--- config.mk ---
export PLATFORM = sky130hd
export DESIGN_NAME = ddr_word_aligner
export DESIGN_NICKNAME = d
export VERILOG_FILES = /design/src/rtl/ddr_align_pkg.sv /design/src/rtl/ddr_window_match.sv /design/src/rtl/ddr_word_aligner.sv
export SDC_FILE = /design/constraint.sdc
export NUM_CORES = 1
export LEC_CHECK = 0
export CELL_PAD_IN_SITES_DETAIL_PLACEMENT = 1
export CELL_PAD_IN_SITES_GLOBAL_PLACEMENT = 1
export CORE_ASPECT_RATIO = 0.9
export CORE_MARGIN = 4
export CORE_UTILIZATION = 45
export CTS_CLUSTER_DIAMETER = 120
export DETAILED_ROUTE_END_ITERATION = 12
export PLACE_DENSITY_LB_ADDON = 0.1
export SYNTH_ARGS = -nofsm -noshare
export SYNTH_HDL_FRONTEND = slang
export SYNTH_SLANG_ARGS = --single-unit
--- constraint.sdc ---
create_clock -name CLK -period 3.5 [get_ports CLK]
set_clock_uncertainty 0.15 [all_clocks]
set_input_delay 0.7 -clock CLK [delete_from_list [all_inputs] [get_ports CLK]]
set_output_delay 0.7 -clock CLK [all_outputs]
set_load 0.005 [all_outputs]
--- src/rtl/ddr_align_pkg.sv ---
// Shared state encoding and constants for the DDR word aligner.
package ddr_align_pkg;

  typedef enum logic [1:0] {
    StHunt   = 2'd0,
    StVerify = 2'd1,
    StLocked = 2'd2
  } align_state_e;

  localparam int unsigned ErrCntWidth = 8;

endpackage

--- src/rtl/ddr_window_match.sv ---
// Compares both candidate word windows of the DDR shift register against the sync pattern.
module ddr_window_match #(
  parameter int unsigned           WORD_WIDTH   = 16,
  parameter logic [WORD_WIDTH-1:0] SYNC_PATTERN = 16'h9A5C
) (
  input  logic [WORD_WIDTH:0] sreg_i,
  output logic                match_a,
  output logic                match_b
);

  // Window A ends on the latest (Q2) bit, window B ends one bit earlier (Q1).
  assign match_a = (sreg_i[WORD_WIDTH-1:0] == SYNC_PATTERN);
  assign match_b = (sreg_i[WORD_WIDTH:1] == SYNC_PATTERN);

endmodule

--- src/rtl/ddr_word_aligner.sv ---
// Assembles DDR bit pairs into aligned words: hunt for sync at either phase, verify, then emit.
// Define DDR_ALIGN_ERR_CNT_EN to build the saturating failed-lock counter on ERR_CNT.
module ddr_word_aligner
  import ddr_align_pkg::*;
#(
  parameter int unsigned           WORD_WIDTH   = 16,
  parameter logic [WORD_WIDTH-1:0] SYNC_PATTERN = 16'h9A5C,
  parameter int unsigned           LOCK_COUNT   = 4
) (
  input  logic                   CLK,
  input  logic                   RST,
  input  logic                   DDR_Q1,
  input  logic                   DDR_Q2,
  input  logic                   RESYNC,
  output logic [WORD_WIDTH-1:0]  DATA_OUT,
  output logic                   DATA_VALID,
  output logic                   LOCKED,
  output logic                   BIT_PHASE,
  output logic [ErrCntWidth-1:0] ERR_CNT
);

  localparam int unsigned Half = WORD_WIDTH / 2;
  localparam int unsigned PhW  = (Half > 1) ? $clog2(Half) : 1;
  localparam int unsigned CntW = $clog2(LOCK_COUNT + 1);

  if ((WORD_WIDTH % 2) != 0 || WORD_WIDTH < 4) begin : g_bad_width
    $error("WORD_WIDTH must be even and at least 4");
  end
  if (LOCK_COUNT < 1) begin : g_bad_lock
    $error("LOCK_COUNT must be at least 1");
  end
  if (SYNC_PATTERN == '0 || SYNC_PATTERN == '1) begin : g_bad_sync
    $error("SYNC_PATTERN must be neither all-zeros nor all-ones");
  end

  logic [WORD_WIDTH:0]   sreg_q;
  align_state_e          state_q, state_d;
  logic [PhW-1:0]        ph_q, ph_d;
  logic [CntW-1:0]       cnt_q, cnt_d, cnt_inc;
  logic                  bit_phase_q, bit_phase_d;
  logic [WORD_WIDTH-1:0] data_q, data_d;
  logic                  valid_q, valid_d;
  logic                  match_a, match_b;
  logic [WORD_WIDTH-1:0] win_sel;
  logic                  sel_match;
  logic                  boundary;

  ddr_window_match #(
    .WORD_WIDTH   (WORD_WIDTH),
    .SYNC_PATTERN (SYNC_PATTERN)
  ) u_window_match (
    .sreg_i  (sreg_q),
    .match_a (match_a),
    .match_b (match_b)
  );

  assign win_sel   = bit_phase_q ? sreg_q[WORD_WIDTH:1] : sreg_q[WORD_WIDTH-1:0];
  assign sel_match = bit_phase_q ? match_b : match_a;
  // The match cycle loads the counter with 1, so it returns to 0 exactly Half cycles later.
  assign boundary  = (ph_q == '0);
  assign cnt_inc   = cnt_q + CntW'(1);

  always_comb begin
    state_d     = state_q;
    ph_d        = (ph_q == PhW'(Half - 1)) ? '0 : ph_q + PhW'(1);
    cnt_d       = cnt_q;
    bit_phase_d = bit_phase_q;
    data_d      = data_q;
    valid_d     = 1'b0;
    if (RESYNC) begin
      state_d = StHunt;
      ph_d    = '0;
      cnt_d   = '0;
    end else begin
      unique case (state_q)
        StHunt: begin
          if (match_a || match_b) begin
            bit_phase_d = !match_a;
            cnt_d       = CntW'(1);
            ph_d        = PhW'(1);
            state_d     = (LOCK_COUNT == 1) ? StLocked : StVerify;
          end
        end
        StVerify: begin
          if (boundary) begin
            if (sel_match) begin
              cnt_d = cnt_inc;
              if (cnt_inc == CntW'(LOCK_COUNT)) state_d = StLocked;
            end else begin
              state_d = StHunt;
            end
          end
        end
        StLocked: begin
          if (boundary) begin
            data_d  = win_sel;
            valid_d = 1'b1;
          end
        end
        default: state_d = StHunt;
      endcase
    end
  end

  always_ff @(posedge CLK or posedge RST) begin
    if (RST) begin
      sreg_q      <= '0;
      state_q     <= StHunt;
      ph_q        <= '0;
      cnt_q       <= '0;
      bit_phase_q <= 1'b0;
      data_q      <= '0;
      valid_q     <= 1'b0;
    end else begin
      sreg_q      <= {sreg_q[WORD_WIDTH-2:0], DDR_Q1, DDR_Q2};
      state_q     <= state_d;
      ph_q        <= ph_d;
      cnt_q       <= cnt_d;
      bit_phase_q <= bit_phase_d;
      data_q      <= data_d;
      valid_q     <= valid_d;
    end
  end

`ifdef DDR_ALIGN_ERR_CNT_EN
  logic [ErrCntWidth-1:0] err_q;
  logic                   err_inc;

  assign err_inc = !RESYNC && (state_q == StVerify) && boundary && !sel_match;

  always_ff @(posedge CLK or posedge RST) begin
    if (RST) begin
      err_q <= '0;
    end else if (err_inc && err_q != '1) begin
      err_q <= err_q + ErrCntWidth'(1);
    end
  end

  assign ERR_CNT = err_q;
`else
  assign ERR_CNT = '0;
`endif

  assign DATA_OUT   = data_q;
  assign DATA_VALID = valid_q;
  assign LOCKED     = (state_q == StLocked);
  assign BIT_PHASE  = bit_phase_q;

endmodule
==> impl_metrics.toml <==
[status]
run_status = "finished, final reports clean"

[setup_path]
critical_path.endpoint = "LOCKED"
worst-r2r-cell-count = 5
worst_r2r_startpoint = "sreg_q[8]$_DFF_PP0_"
reg2reg_end = "cnt_q[1]$_DFFE_PP0P_"
critical_path.max_fanout = 11
worst_reg2reg_setup_slack_ps = 1360
critical_path.startpoint_type = "register"
setup_crit_end_kind = "output port"
crit_type = "register to output port"
crit_required_ps = 2650
crit_path_start = "state_q[1]$_DFFE_PP0P_"
arrival_ps = 1770

[pwr]
ratio_of_total_power_to_cell_area_mw_per_mm2 = 391
vdd_drop_max_v = 0.000277
total_power_uw = 928
seq_power_share = 0.570
p_int_uw = 718
switch_share = 0.226
leakage_power_of_the_design_nw = 1.09
p_sw_uw = 210
power.clock.fraction = 0.365
power.combinational.fraction = 0.065

[place]
detailedPlacementHpwl_mm = 2.98
detailedPlace.worstSlack_ps = 680
place_congestion = 0.856
place.port_buffers = 23

[sta]
maxClockFrequency_mhz = 382
fin_hold_ws_ps = 276
layout_min_cycle_time_ps = 2620
worstMarginPinSlew_ps = 530
totalNegativeSetupSlack_ps = 0
setup_repair_after_global_routing_missed_its_margin = "false"
timing_hold_violations_final = 0
slew_viol_final = 0
post-route-worst-setup-slack_ps = 881
timing.slew.headroom = 0.646
final.period_utilization = 0.748
final-setup-viol-count = 0

[global_routing]
grt_first_pass_wirelength_mm = 7.08
first_global_vias = 1437
grt_usage = 0.163
global_route_congestion_overflow_total = 0
antenna_found_initial = 0
grt_max_degree = 44

[detailed_routing]
route.vias.total = 1390
average_detailed_routed_wire_length_per_instance_microns = 15.8
first_drt_pass_iteration_count = 4
dr.first_iter.drc_count = 50
post_drt_via_cell_ratio = 5.35
final_antenna_net_count = 0
drt_drc_violations_left = 0
drt_wl_total_mm = 4.11

[yosys]
synthDominantCellAreaShare = 0.534
synth_seq_cells = 43
synth_edf_count = 0
syn-instance-count = 176
asyncSetResetFlopFracSynth = 1.00
netlist-cell-type-count = 45
yosys-top-cells-area = "sky130_fd_sc_hd__dfrtp_1 (53%), sky130_fd_sc_hd__mux2i_1 (8.0%), sky130_fd_sc_hd__nor2_1 (4.3%)"
yosysTopAreaCell = "sky130_fd_sc_hd__dfrtp_1"
synth_flop_cell = "sky130_fd_sc_hd__dfrtp_1"
synth-seq-area-share = 0.534
ys_top_cells_by_count = "sky130_fd_sc_hd__dfrtp_1 (43), sky130_fd_sc_hd__nor2_1 (23), sky130_fd_sc_hd__a21oi_1 (16), sky130_fd_sc_hd__mux2i_1 (16), sky130_fd_sc_hd__buf_4 (8)"
yosys_warnings = 0
average_cell_area_after_synthesis_sq_um = 11.4
synth.most_common_cell = "sky130_fd_sc_hd__dfrtp_1"
netlist_area_sq_mm = 0.00201

[clocking]
postCtsSetupBuffers = 0
cts_inserted_buffers = 5
cts_buffer_depth = 2
worstSkewPairLatency_ps = 290
cts.reportedPaths.clkPinSlew_ps = 80
clkSinkCount = 43
post_cts_hold_buffer_count = 0
cts-htree-levels = 2
cts.root.buffer_cell = "sky130_fd_sc_hd__clkbuf_8"
cts_repair_resize_count = 0
cts_tree = "yes"

[die]
die_y_microns = 71.5
ioPinCount = 32
area_enclosed_by_the_die_boundary_sq_mm = 0.00561
row_count = 22
initial_core_utilization = 0.478
die_w_microns = 78.5
core_region_area_sq_mm = 0.00421

[final_layout]
finalNetCount = 209
layout-area-overhead-vs-synth_pct = 17.8
fillerInstances = 459
num_antenna_cells = 0
drive_above_1_share = 0.0900

[min_path]
timing.hold.worst.class = "register to register"

[run]
cap_violations = 0
==> worst max-delay path: stages (launching register included) <==
cell	delay [ps]
sky130_fd_sc_hd__dfrtp_1	550
sky130_fd_sc_hd__nor2b_1	360
sky130_fd_sc_hd__clkdlybuf4s50_1	570
==> registers in the layout (all words and copies together) (netlist names) <==
name and cells:
state_q 2, DATA_OUT 16, cnt_q 3, DATA_VALID 1
BIT_PHASE 1, ph_q 3, sreg_q 17
==> stage by stage <==
stage / instances / util / instance area [sq um]
detailed placement: 252 / 0.540 / 2270
global route: 260 / 0.563 / 2370
floorplan: 183 / - / 2040
finish: 260 / 0.563 / 2370
CTS: 260 / 0.563 / 2370
global placement: 252 / 0.540 / 2270
==> cell families (layout without fill, tap and decap cells) <==
family,after synthesis,count (layout),synth area share
xor gates and xnor gates,1,1,0.00435
other,1,8,0.00186
AOI/OAI and AO/OA,32,32,0.105
adders and majority gates,5,5,0.0311
DFF,43,43,0.534
and+or+nand+nor,54,54,0.174
muxes,18,18,0.0925
buffers and inverters,22,39,0.0571
==> final cells by class <==
type                       count  area [sq um]  area share
sequential                    43          1080       0.454
multi-input combinational    118           850       0.358
timing repair buffer          26           253       0.107
clock buffer                   8           100      0.0422
tap                           60          75.1      0.0316
inverter                       5          18.8     0.00791
==> placed cells by master (no fill, tap or decap), types with 2 or more instances in the layout <==
cell type                         instances
sky130_fd_sc_hd__dfrtp_1                 43
sky130_fd_sc_hd__a21oi_1                 16
sky130_fd_sc_hd__and4bb_2                 2
sky130_fd_sc_hd__nor3b_1                  2
sky130_fd_sc_hd__a211oi_1                 2
sky130_fd_sc_hd__conb_1                   8
sky130_fd_sc_hd__and3_1                   3
sky130_fd_sc_hd__nor3_1                   2
sky130_fd_sc_hd__mux2i_1                 16
sky130_fd_sc_hd__clkbuf_8                 7
sky130_fd_sc_hd__ha_1                     5
sky130_fd_sc_hd__nand3b_1                 2
sky130_fd_sc_hd__and4bb_1                 2
sky130_fd_sc_hd__a21boi_0                 2
sky130_fd_sc_hd__nor2b_1                  2
sky130_fd_sc_hd__nand4b_1                 3
sky130_fd_sc_hd__nor2_1                  23
sky130_fd_sc_hd__nand3_1                  2
sky130_fd_sc_hd__clkdlybuf4s50_1         23
sky130_fd_sc_hd__inv_1                    5
sky130_fd_sc_hd__and2_1                   3
sky130_fd_sc_hd__a211o_1                  2
sky130_fd_sc_hd__buf_4                    3
==> worst min path at each step <==
| stage | start | depth (start not counted) | endpoint | slack, ps |
|---|---|---|---|---|
| finish | sreg_q[1]$_DFF_PP0_ | 0 | sreg_q[3]$_DFF_PP0_ | 280 |
| global route | sreg_q[1]$_DFF_PP0_ | 0 | sreg_q[3]$_DFF_PP0_ | 310 |
| CTS | sreg_q[1]$_DFF_PP0_ | 0 | sreg_q[3]$_DFF_PP0_ | 280 |
| detailed placement | sreg_q[1]$_DFF_PP0_ | 0 | sreg_q[3]$_DFF_PP0_ | 270 |
| global placement | sreg_q[4]$_DFF_PP0_ | 0 | sreg_q[6]$_DFF_PP0_ | 260 |
| floorplan | sreg_q[4]$_DFF_PP0_ | 0 | sreg_q[6]$_DFF_PP0_ | 240 |
==> power groups by stage <==
stage                     clock, mW  combinational [mW]  sequential, mW
after global placement            0              0.0601           0.537
after detailed placement          0              0.0614           0.538
final                         0.339              0.0604           0.528
after CTS                     0.350              0.0618           0.529
after global routing          0.377              0.0686           0.532
after floorplan                   0              0.0522           0.532
==> layer usage <==
layer,share of wire,global-route usage,up-vias
met4,0.016,0.0583,0
met5,0,0,-
met3,0.051,0.0440,7
met2,0.48,0.257,34
li1,-,-,653
met1,0.45,0.217,696
Note: power is estimated with default switching activity, not from simulation.
